[src/rtl/ear_pkg.sv]
// ear_pkg: shared state encoding and constants for the EAR tape detector.
package ear_pkg;
    localparam int SAMPLE_W = 16;
    localparam int DC_SHIFT = 8;
    typedef enum logic [1:0] {SQUELCH, LOW, HIGH} ear_state_e;
endpackage

[src/rtl/ear_dc_tracker.sv]
// ear_dc_tracker: first-order DC offset follower, offset moves 1/256 of the error per sample.
module ear_dc_tracker
    import ear_pkg::*;
(
    input  logic                       clk,
    input  logic                       reset,
    input  logic                       en,
    input  logic signed [SAMPLE_W-1:0] mix,
    output logic signed [SAMPLE_W-1:0] offset
);
    logic signed [SAMPLE_W:0] diff, sum;
    always_comb begin
        diff = $signed({mix[SAMPLE_W-1], mix}) - $signed({offset[SAMPLE_W-1], offset});
        sum  = $signed({offset[SAMPLE_W-1], offset}) + (diff >>> DC_SHIFT);
    end
    always_ff @(posedge clk or negedge reset)
        if (!reset) offset <= '0;
        else if (en) offset <= sum[SAMPLE_W-1:0];
endmodule

[src/rtl/ear_detector.sv]
// ear_detector: line-in to tape EAR bit slicer with hysteresis, edge counter and activity squelch.
// Optional DC tracking of the slicing level is enabled by defining EAR_DC_TRACK_EN.
module ear_detector
    import ear_pkg::*;
#(
    parameter logic signed [15:0] HYST        = 16'sd1024,
    parameter logic [23:0]        ACT_TIMEOUT = 24'd3500000
)(
    input  logic                       clk,
    input  logic                       reset,
    input  logic signed [SAMPLE_W-1:0] pcm_inl,
    input  logic signed [SAMPLE_W-1:0] pcm_inr,
    input  logic                       pcm_valid,
    input  logic                       edge_clr,
    output logic                       ear,
    output logic                       ear_edge,
    output logic                       activity,
    output logic [15:0]                edge_cnt
);
    ear_state_e state, state_nx;
    logic signed [SAMPLE_W-1:0] mix, offset;
    logic signed [SAMPLE_W:0] sum, x, hyst;
    logic [23:0] timer, timer_nx;
    logic mix_vld, hi, lo, ear_nx, edge_nx;

    assign sum = $signed({pcm_inl[SAMPLE_W-1], pcm_inl}) + $signed({pcm_inr[SAMPLE_W-1], pcm_inr});

    always_ff @(posedge clk or negedge reset)
        if (!reset) begin
            mix     <= '0;
            mix_vld <= 1'b0;
        end else begin
            mix_vld <= pcm_valid;
            if (pcm_valid) mix <= sum[SAMPLE_W:1];
        end

`ifdef EAR_DC_TRACK_EN
    ear_dc_tracker u_dc (.clk(clk), .reset(reset), .en(mix_vld), .mix(mix), .offset(offset));
`else
    assign offset = '0;
`endif

    assign x        = $signed({mix[SAMPLE_W-1], mix}) - $signed({offset[SAMPLE_W-1], offset});
    assign hyst     = $signed({HYST[15], HYST});
    assign hi       = mix_vld && (x > hyst);
    assign lo       = mix_vld && (x < -hyst);
    assign activity = timer != '0;

    // Leaving SQUELCH only re-establishes the level; edges are counted between LOW and HIGH.
    always_comb begin
        state_nx = hi ? HIGH : lo ? LOW : (timer == 24'd1) ? SQUELCH : state;
        ear_nx   = (state_nx == SQUELCH) ? ear : (state_nx == HIGH);
        edge_nx  = (state != SQUELCH) && (ear_nx != ear);
        timer_nx = edge_nx ? ACT_TIMEOUT : (timer != '0) ? timer - 24'd1 : timer;
    end

    always_ff @(posedge clk or negedge reset)
        if (!reset) begin
            state    <= SQUELCH;
            ear      <= 1'b0;
            ear_edge <= 1'b0;
            timer    <= '0;
            edge_cnt <= '0;
        end else begin
            state    <= state_nx;
            ear      <= ear_nx;
            ear_edge <= edge_nx;
            timer    <= timer_nx;
            edge_cnt <= edge_clr ? '0 : (edge_nx && edge_cnt != 16'hFFFF) ? edge_cnt + 16'd1 : edge_cnt;
        end
endmodule
[config.mk]
export PLATFORM = sky130hd
export DESIGN_NAME = ear_detector
export DESIGN_NICKNAME = d
export VERILOG_FILES = /design/src/rtl/ear_pkg.sv /design/src/rtl/ear_dc_tracker.sv /design/src/rtl/ear_detector.sv
export SDC_FILE = /design/constraint.sdc
export NUM_CORES = 1
export LEC_CHECK = 0
export BUFFER_PORTS_ARGS = -buffer_cell sky130_fd_sc_hd__buf_2
export CAP_MARGIN = 40
export CORE_MARGIN = 1.5
export CORE_UTILIZATION = 52
export DETAILED_ROUTE_END_ITERATION = 7
export PLACE_DENSITY = 0.77
export REMOVE_ABC_BUFFERS = 1
export SETUP_SLACK_MARGIN = 0.3
export SYNTH_ARGS = -nofsm -noshare
export SYNTH_HDL_FRONTEND = slang
export SYNTH_SLANG_ARGS = --single-unit
[constraint.sdc]
create_clock -name clk -period 2.7 [get_ports clk]
set_input_delay 0.27 -clock clk [delete_from_list [all_inputs] [get_ports clk]]
set_output_delay 0.27 -clock clk [all_outputs]
set_load 0.01 [all_outputs]
# Yosys cells after proc, flatten, opt, wreduce, memory -nomap -nowiden
# Cells that the tools add are included.
[totals]
ff_bits = 61
latchBits = 0
ramBits = 0
mem_bits_ro = 0
elab_cells = 33
memories = 0
[classes]
n_addsub = 3
mul = 0
n_div = 0
magnitude_cmp = 2
eq_ne = 4
shift = 0
mux = 8
bitwise = 0
n_reduce_logical = 9
[ops]
columns = ["cell", "n"]
rows = [
  ["two-way mux 24 bit", 2],
  ["two-way mux 16 bit", 2],
  ["equality test 24 x 1 -> 1 bit (second input constant)", 1],
  ["nonzero test 24 bit", 1],
  ["subtractor 24 x 1 -> 24 bit (second input constant)", 1],
  ["adder 16 x 16 -> 17 bit", 1],
  ["adder 16 x 1 -> 16 bit (second input constant)", 1],
  ["> comparator 16 x 12 -> 1 bit (second input constant)", 1],
  ["< comparator 16 x 11 -> 1 bit (second input constant)", 1],
  ["!= test 16 bit (second input constant)", 1],
  ["two-way mux 2 bit", 3],
  ["nonzero test 2 bit", 3],
  ["logical AND 1 bit", 4],
  ["equality test 2 bit (second input constant)", 1],
  ["zero test 2 bit", 1],
  ["two-way mux 1 bit", 1],
  ["!= test 1 bit", 1],
]

# Depth between registers and ports, before layout
# Gate-level depths: netlist (run 1).
[depth]
depth_word = 11
mapped_depth = 11
depth_no_buf = 9

# Worst setup path after synthesis (run 1)
# No wires, ideal clock.
[synth_timing]
path_type = "reg2reg"
start = "register mix[6]"
end = "register edge_cnt[10]"
setup_time_ps = 125
arrival_ps = 2479
setup_slack_ps = 96
path_stages_with_launch = 9
n_path_buf = 1
period_less_slack_ps = 2604
path_cell_list = "dfrtp_1 or4_4 o41ai_2 a21oi_1 o31a_1 o21a_1 buf_6 nor4_1 mux2_2"
[synth_between]
elab_chain_len = 10
[synth_lines]
columns = ["element", "line", "rtl"]
rows = [
  ["from (decl)", "ear_detector.sv:21", "logic signed [SAMPLE_W-1:0] mix, offset;"],
  ["from (signal assigned)", "ear_detector.sv:34", "if (pcm_valid) mix <= sum[SAMPLE_W:1];"],
  ["< comparator 16 x 11 -> 1 bit", "ear_detector.sv:46", "assign lo = mix_vld && (x < -hyst);"],
  ["logical AND 1 bit", "ear_detector.sv:46", ""],
  ["two-way mux 2 bit", "ear_detector.sv:51", "state_nx = hi ? HIGH : lo ? LOW : (timer == 24'd1) ? SQUELCH : state;"],
  ["two-way mux 2 bit (*)", "ear_detector.sv:51", ""],
  ["equality test 2 bit or zero test 2 bit (tied branches)", "ear_detector.sv:52", "ear_nx = (state_nx == SQUELCH) ? ear : (state_nx == HIGH);"],
  ["two-way mux 1 bit (*)", "ear_detector.sv:52", ""],
  ["!= test 1 bit (*)", "ear_detector.sv:53", "edge_nx = (state != SQUELCH) && (ear_nx != ear);"],
  ["logical AND 1 bit (*)", "ear_detector.sv:53", ""],
  ["logical AND 1 bit (*)", "ear_detector.sv:69", "edge_cnt <= edge_clr ? '0 : (edge_nx && edge_cnt != 16'hFFFF) ? edge_cnt + 16'd1 : edge_cnt;"],
  ["nonzero test 2 bit (no line) (*)", "-", ""],
  ["to (signal assigned)", "ear_detector.sv:69", ""],
  ["to (decl)", "ear_detector.sv:18", "output logic [15:0] edge_cnt"],
]
# Every way passes the cells marked *; elsewhere a longest branch is shown, timed or not.
# A chain may end at the register's enable or synchronous reset.

# Worst setup path in the final report (run 1)
[layout_timing]
start = "register mix[9]"
end = "register edge_cnt[3]"
# Same word-level chain as after synthesis.

==> flow_metrics.env, run 1 <==
export IMPL_p_leak_nw=1.98
export IMPL_htreeDepth=3
export IMPL_grt_max_degree=62
export IMPL_async_flop_share_pct=100
export IMPL_synth_seq_area_share_pct=41.4
export IMPL_syn_inst=387
export IMPL_cp_cell_sequence="or4_4 > o41ai_4 > a21oi_2 > o31a_1 > o21a_4 > buf_6 > or4_1 > a21oi_1"
export IMPL_worstSetupPathType="reg2reg"
export IMPL_wl_met1_um=3720
export IMPL_avgSynthCellArea_um2=9.52
export IMPL_min_period_over_period_pct=101
export IMPL_track_usage_pct=22.2
export IMPL_clock_latency_ns=0.34
export IMPL_post_drt_wl_per_cell_um=14.5
export IMPL_wl_met2_um=4120
export IMPL_hold_ws_ns=0.0870
export IMPL_placed_cell_area_um2=4150
export IMPL_fmax_mhz=367
export IMPL_hold_viol_final=0
export IMPL_setup_slack_ns=-0.0271
export IMPL_maxSlewHeadroom_pct=48.9
export IMPL_antenna_found_initial=0
export IMPL_worstPathMaxFanout=5
export IMPL_critPathTopFamily="compound AO/OA/AOI/OAI gates"
export IMPL_fin_crit_ns=2.73
export IMPL_reg2reg_from="mix[9]$_DFFE_PN0P_"
export IMPL_clock_root_buffer="clkbuf_8"
export IMPL_synth_edf_count=0
export IMPL_r2r_end="edge_cnt[3]$_DFFE_PN0P_"
export IMPL_cts_hold_buf=0
export IMPL_cp_data_arrival_time_ns=2.99
export IMPL_coreArea_um2=6830
export IMPL_cts_buffers=9
export IMPL_wl_met3_um=317
export IMPL_cts_buffer_depth=2
export IMPL_p_per_area_nw_per_um2=641
export IMPL_grt_pass1_wl_um=13200
export IMPL_finalSetupTns_ns=-0.0470
export IMPL_ys_flop_type="dfrtp_1"
export IMPL_ant_nets=0
export IMPL_setup_worst_path_start_class="register"
export IMPL_die_x_um=87.2
export IMPL_num_nets_final=524
export IMPL_finalWirelength_um=8280
export IMPL_drt_vias_per_instance=5.65
export IMPL_die_y_um=87.2
export IMPL_tightest_slew_ns=0.766
export IMPL_port_buffers=54
export IMPL_dr_max_layer_used="met4"
export IMPL_reg2reg_depth=8
export IMPL_rrSetupSlack_ns=-0.03
export IMPL_pin_count=55
export IMPL_peakVddDrop_mv=0.406
export IMPL_cpPeakStageDelay_ns=0.55
export IMPL_num_vias=3214
export IMPL_total_power_w=0.00303
export IMPL_ys_seq_elements=61
export IMPL_maxCapViolations=0
export IMPL_fillers=552
export IMPL_dp_hpwl_um=5470
export IMPL_setup_viol=3
export IMPL_gr_total_overflow=0
export IMPL_yosysUniqueCellTypes=52
export IMPL_area_delta_synth_final_pct=28.2
export IMPL_finalClockSkew_ns=0.00935
export IMPL_cp_required_ns=2.96
export IMPL_yosys_warnings=0
export IMPL_cts_sinks=61
export IMPL_antennaDiodeCount=0
export IMPL_stdcell_area_um2=4720
export IMPL_clkSlewWorstSetupHoldPaths_ns=0.07
export IMPL_crit_path_top_delay_cell="or4_4"
export IMPL_hold_path_class="in2async"
export IMPL_gp_congestion=0.875
export IMPL_fp_dieArea_um2=7600
export IMPL_status="finished, violations left"
export IMPL_drv_slew=0
export IMPL_layout_drive_gt1_share_pct=31.1
export IMPL_violations="setup timing"
export IMPL_multi_input_area_um2=2330
export IMPL_start_util_pct=54.0
export IMPL_first_pass_iters=4
export IMPL_endpoint_kind="register"
export IMPL_grt_pass1_vias=3033
export IMPL_cp_num_buf_inv=1
export IMPL_drcViolationCount=0
export IMPL_seqCellArea_um2=1530
export IMPL_rsz0062_at_grt="true"
export IMPL_cts_tree="built"
export IMPL_synth_area_um2=3690
export IMPL_drt_iter0_drc=150
export IMPL_placement_rows=30
power breakdown:
part / switching (W) / leakage, nW / internal (W) / total, W
clock: 0.000353 / 0.0764 / 0.000330 / 0.000684
sequential: 0.000120 / 0.736 / 0.00104 / 0.00116
combinational: 0.000603 / 1.17 / 0.000579 / 0.00118
total: 0.00108 / 1.98 / 0.00195 / 0.00303
Yosys cell counts, types with 4 or more instances:
library cell | instances | area share (%)
nand3_1 | 10 | 1.4
o21ai_0 | 13 | 1.8
ha_1 | 19 | 6.4
inv_1 | 12 | 1.2
nand4b_1 | 4 | 0.95
xnor2_1 | 19 | 4.5
and4_1 | 6 | 1.4
a21o_1 | 4 | 0.81
nor3_1 | 14 | 1.9
a21oi_1 | 20 | 2.7
or4_1 | 8 | 1.6
nand2_1 | 33 | 3.4
clkbuf_1 | 4 | 0.41
o41ai_1 | 5 | 1.2
nor2_1 | 46 | 4.7
dfrtp_1 | 61 | 41
mux2_2 | 16 | 4.9
o211ai_1 | 5 | 1.0
nor2b_1 | 10 | 1.7
nor4_1 | 7 | 1.2
and2_1 | 4 | 0.68
nand3b_1 | 5 | 1.0
xor2_1 | 14 | 3.3
per-stage QoR:
stage               setup slack, ns  utilization, %  instances
finish                      -0.0271            69.2        569
global route                -0.0857            69.2        569
CTS                      -0.0000739            65.1        562
detailed placement           -0.160            60.8        544
global placement            -0.0866            60.8        544
floorplan                    -0.466               -        377
worst max-delay path by stage:
stage,startpoint,endpoint,slack (ns),depth (start not counted)
after CTS,mix[3]$_DFFE_PN0P_,edge_cnt[4]$_DFFE_PN0P_,-0.00007,8
after floorplan,timer[10]$_DFFE_PN0P_,edge_cnt[12]$_DFFE_PN0P_,-0.47,8
after global routing,mix[9]$_DFFE_PN0P_,edge_cnt[4]$_DFFE_PN0P_,-0.09,9
after detailed placement,pcm_inl[0],mix[13]$_DFFE_PN0P_,-0.16,10
final,mix[9]$_DFFE_PN0P_,edge_cnt[3]$_DFFE_PN0P_,-0.03,8
after global placement,pcm_inl[0],mix[13]$_DFFE_PN0P_,-0.09,10
placed cells by master, fill, tap and decap left out, drive strengths merged, types with 7 or more instances in the layout:
master	Yosys	routed
inv	12	12
a21oi	20	20
nor3	15	15
xnor2	19	19
nor4	7	7
or4	9	9
ha	19	19
xor2	14	14
mux2	16	16
nand3	10	10
nor2b	10	10
nand2	33	33
dfrtp	61	61
clkbuf	4	13
o21ai	13	13
nor2	46	46
buf	6	79
cell type report:
cell class                 count  area share, %
multi-input combinational    304           49.3
sequential                    61           32.3
timing repair buffer          80           11.5
clock buffer                  12           2.86
tap                           96           2.54
inverter                      12           1.01
clock inverter                 4          0.530
per-layer routing:
layer | up-vias | GRT usage [%]
met5 | - | 0
met4 | 0 | 9.09
met3 | 13 | 5.78
met2 | 76 | 36.3
met1 | 1556 | 28.0
li1 | 1569 | -
worst reg2reg max path, cell delays in order, from the launching register on:
cell and delay (ns):
dfrtp_1 0.38, or4_4 0.55, o41ai_4 0.31, a21oi_2 0.11, o31a_1 0.32, o21a_4 0.24, buf_6 0.14, or4_1 0.43
a21oi_1 0.18
timing repair:
| item | in CTS | in global routing |
|---|---|---|
| setup endpoints to repair | 42 | 42 |
| gates cloned | 0 | 2 |
| pin swaps | 11 | 21 |
| buffers inserted | 2 | 5 |
| gates resized for setup | 21 | 50 |
| hold endpoints to repair | 0 | 0 |
cell families after synthesis:
| logic type | Yosys count | synth area share (%) |
|---|---|---|
| AO/OA/AOI/OAI | 72 | 13.0 |
| XOR/XNOR | 33 | 7.84 |
| adder cells (fa/ha/maj) | 20 | 6.99 |
| buffers and inverters | 22 | 2.65 |
| flip-flops | 61 | 41.4 |
| multiplexers | 17 | 5.16 |
| AND/OR/NAND/NOR | 162 | 22.9 |
registers in the layout (all words and copies together) (netlist names):
| register | flops |
|---|---|
| state | 2 |
| timer | 24 |
| mix | 16 |
| ear | 1 |
| ear_edge | 1 |
| edge_cnt | 16 |
| mix_vld | 1 |
Power figures use the tool's default switching activity.
==> run 2, diff against run 1 <==
CORE_UTILIZATION = 61   (was 52)
CTS_CLUSTER_DIAMETER = 50   (was default)
PLACE_DENSITY = 0.85   (was 0.77)
clock period = 3.3 ns   (was 2.7 ns; I/O delays follow)
==> run 2 against run 1 <==
Net effect:
- the run now ends clean
- die area down 14%
- flip-flop and latch count unchanged
- register-to-register slack better by 0.45 ns
- power down 30%
- sequential power down 19%
- global-route usage up 4.3 points
- final cell count down 7.0%
- fmax down 5.3%
- clock skew down 0.0011 ns
- largest cell class unchanged
- largest power group is now sequential cells
==> flow_metrics.env, run 2 (synthesis gave the netlist of run 1 again) <==
export IMPL_drt_vias_per_instance=5.87
export IMPL_p_seq_share_pct=44.7
export IMPL_layout_drive_gt1_share_pct=20.9
export IMPL_first_pass_iters=4
export IMPL_num_nets_final=506
export IMPL_drv_slew=0
export IMPL_finalClockSkew_ns=0.00821
export IMPL_finalSetupTns_ns=0
export IMPL_drcViolationCount=0
export IMPL_cp_required_ns=3.54
export IMPL_setup_worst_path_start_class="register"
export IMPL_hold_viol_final=0
export IMPL_antenna_found_initial=0
export IMPL_dp_hpwl_um=5460
export IMPL_final_cell_mix="dfrtp_1, buf_2, nor2_1, nand2_1, a21oi_1"
export IMPL_regMostFlops="timer"
export IMPL_cts_sinks=61
export IMPL_num_vias=3103
export IMPL_rsz0062_at_grt="false"
export IMPL_tightest_slew_ns=0.578
export IMPL_p_per_area_nw_per_um2=497
export IMPL_fp_dieArea_um2=6520
export IMPL_place_inst=513
export IMPL_largestRegisters="timer x24, edge_cnt x16, mix x16"
export IMPL_p_leak_nw=1.83
export IMPL_final_util_pct=71.9
export IMPL_p_sw_w=0.000712
export IMPL_ant_nets=0
export IMPL_area_delta_synth_final_pct=14.8
export IMPL_worstSetupPathType="reg2reg"
export IMPL_pin_count=55
export IMPL_peakVddDrop_mv=0.358
export IMPL_fmax_mhz=347
export IMPL_pwr_share_clk_pct=26.6
export IMPL_worstPathMaxFanout=27
export IMPL_reg2reg_depth=8
export IMPL_track_usage_pct=26.5
export IMPL_endpoint_kind="register"
export IMPL_clock_root_buffer="clkbuf_8"
export IMPL_total_power_w=0.00210
export IMPL_clock_latency_ns=0.35
export IMPL_comb_power_share_pct=28.8
export IMPL_grt_pass1_wl_um=13200
export IMPL_setup_viol=0
export IMPL_maxCapViolations=0
export IMPL_min_path_cells=1
export IMPL_die_x_um=80.7
export IMPL_finalWirelength_um=7560
export IMPL_start_util_pct=62.6
export IMPL_drt_iter0_drc=190
export IMPL_final_cells=529
export IMPL_htreeDepth=3
export IMPL_layout_commonest_cell="dfrtp_1"
export IMPL_coreArea_um2=5890
export IMPL_intPower_w=0.00139
export IMPL_gp_congestion=0.838
export IMPL_grt_pass1_vias=2923
export IMPL_fin_crit_ns=2.88
export IMPL_min_period_over_period_pct=87.3
export IMPL_largest_reg_flops=24
export IMPL_cts_tree="built"
export IMPL_netSwitchingFraction_pct=33.8
export IMPL_gr_total_overflow=0
export IMPL_antennaDiodeCount=0
export IMPL_port_buffers=54
export IMPL_clkSlewWorstSetupHoldPaths_ns=0.06
export IMPL_placement_rows=28
export IMPL_cp_data_arrival_time_ns=3.12
export IMPL_status="complete, no violations"
export IMPL_die_y_um=80.7
export IMPL_maxSlewHeadroom_pct=61.1
export IMPL_cts_buffer_depth=2
export IMPL_hold_path_class="in2reg"
export IMPL_post_drt_wl_per_cell_um=14.3
export IMPL_cts_buffers=9
export IMPL_grt_max_degree=41
## run 2: cell types whose count changed in the layout (fill, tap and decap cells not counted), sizes merged
cell / delta
clkinvlp: -2
dlygate4sd3: +1
buf: -18
## run 2: final cells by class
class / instances / area [um^2]
clock buffer: 13 / 149
clock inverter: 2 / 10.0
fill: 434 / 1650
inverter: 12 / 45.0
multi-input combinational: 304 / 2070
sequential: 61 / 1530
tap: 75 / 93.8
timing repair buffer: 62 / 333
## run 2: per-layer routing
| layer | vias to the layer above | share of wire [%] | GRT usage [%] |
|---|---|---|---|
| li1 | 1527 | - | - |
| met3 | 8 | 4.4 | 8.76 |
| met1 | 1505 | 45 | 34.2 |
| met5 | - | 0 | 0 |
| met4 | 0 | 1.1 | 7.41 |
| met2 | 63 | 50 | 42.9 |
## run 2: timing repair
action                                 in CTS  in global routing
gates resized for setup                     0                  2
buffers inserted                            0                  0
hold buffers                                1                  0
endpoints found under the hold margin      21                  0
setup endpoints to repair                   0                  2
## run 2: final timing paths
kind | from | to | slack (ns)
worst min-delay path | pcm_valid | mix_vld$_DFF_PN0_ | 0.33
min in group asynchronous | reset | timer[1]$_DFFE_PN0P_ | 0.47
max in group asynchronous | reset | mix[2]$_DFFE_PN0P_ | 1.96
worst max register to register | mix[6]$_DFFE_PN0P_ | edge_cnt[10]$_DFFE_PN0P_ | 0.42
worst max-delay path | mix[6]$_DFFE_PN0P_ | edge_cnt[10]$_DFFE_PN0P_ | 0.42
worst min register to register | mix[2]$_DFFE_PN0P_ | mix[2]$_DFFE_PN0P_ | 0.47
## run 2: power by group through the flow
stage	combinational (W)	sequential [W]	clock, W
3_5_place_dp	0.000597	0.000953	0
4_1_cts	0.000606	0.000940	0.000579
5_1_grt	0.000675	0.000955	0.000620
2_1_floorplan	0.000401	0.000941	0
6_report	0.000605	0.000940	0.000559
3_3_place_gp	0.000576	0.000947	0
## run 2: through the flow
step                      cell area (um^2)  setup slack, ns  hold WS, ns
after floorplan                       3630            0.134       0.0344
after global placement                4050            0.435        0.311
after detailed placement              4050            0.369        0.313
after CTS                             4220            0.384        0.316
after global routing                  4230            0.310        0.331
final                                 4230            0.419        0.331
## run 2: worst max-delay path, stage by stage, from the launching register on
cell     delay, ns
dfrtp_1       0.38
or4_4         0.53
o41ai_2       0.32
a21oi_1       0.16
o31a_1        0.29
o21a_1        0.18
buf_4         0.22
nor4_2        0.32
mux2_2        0.36
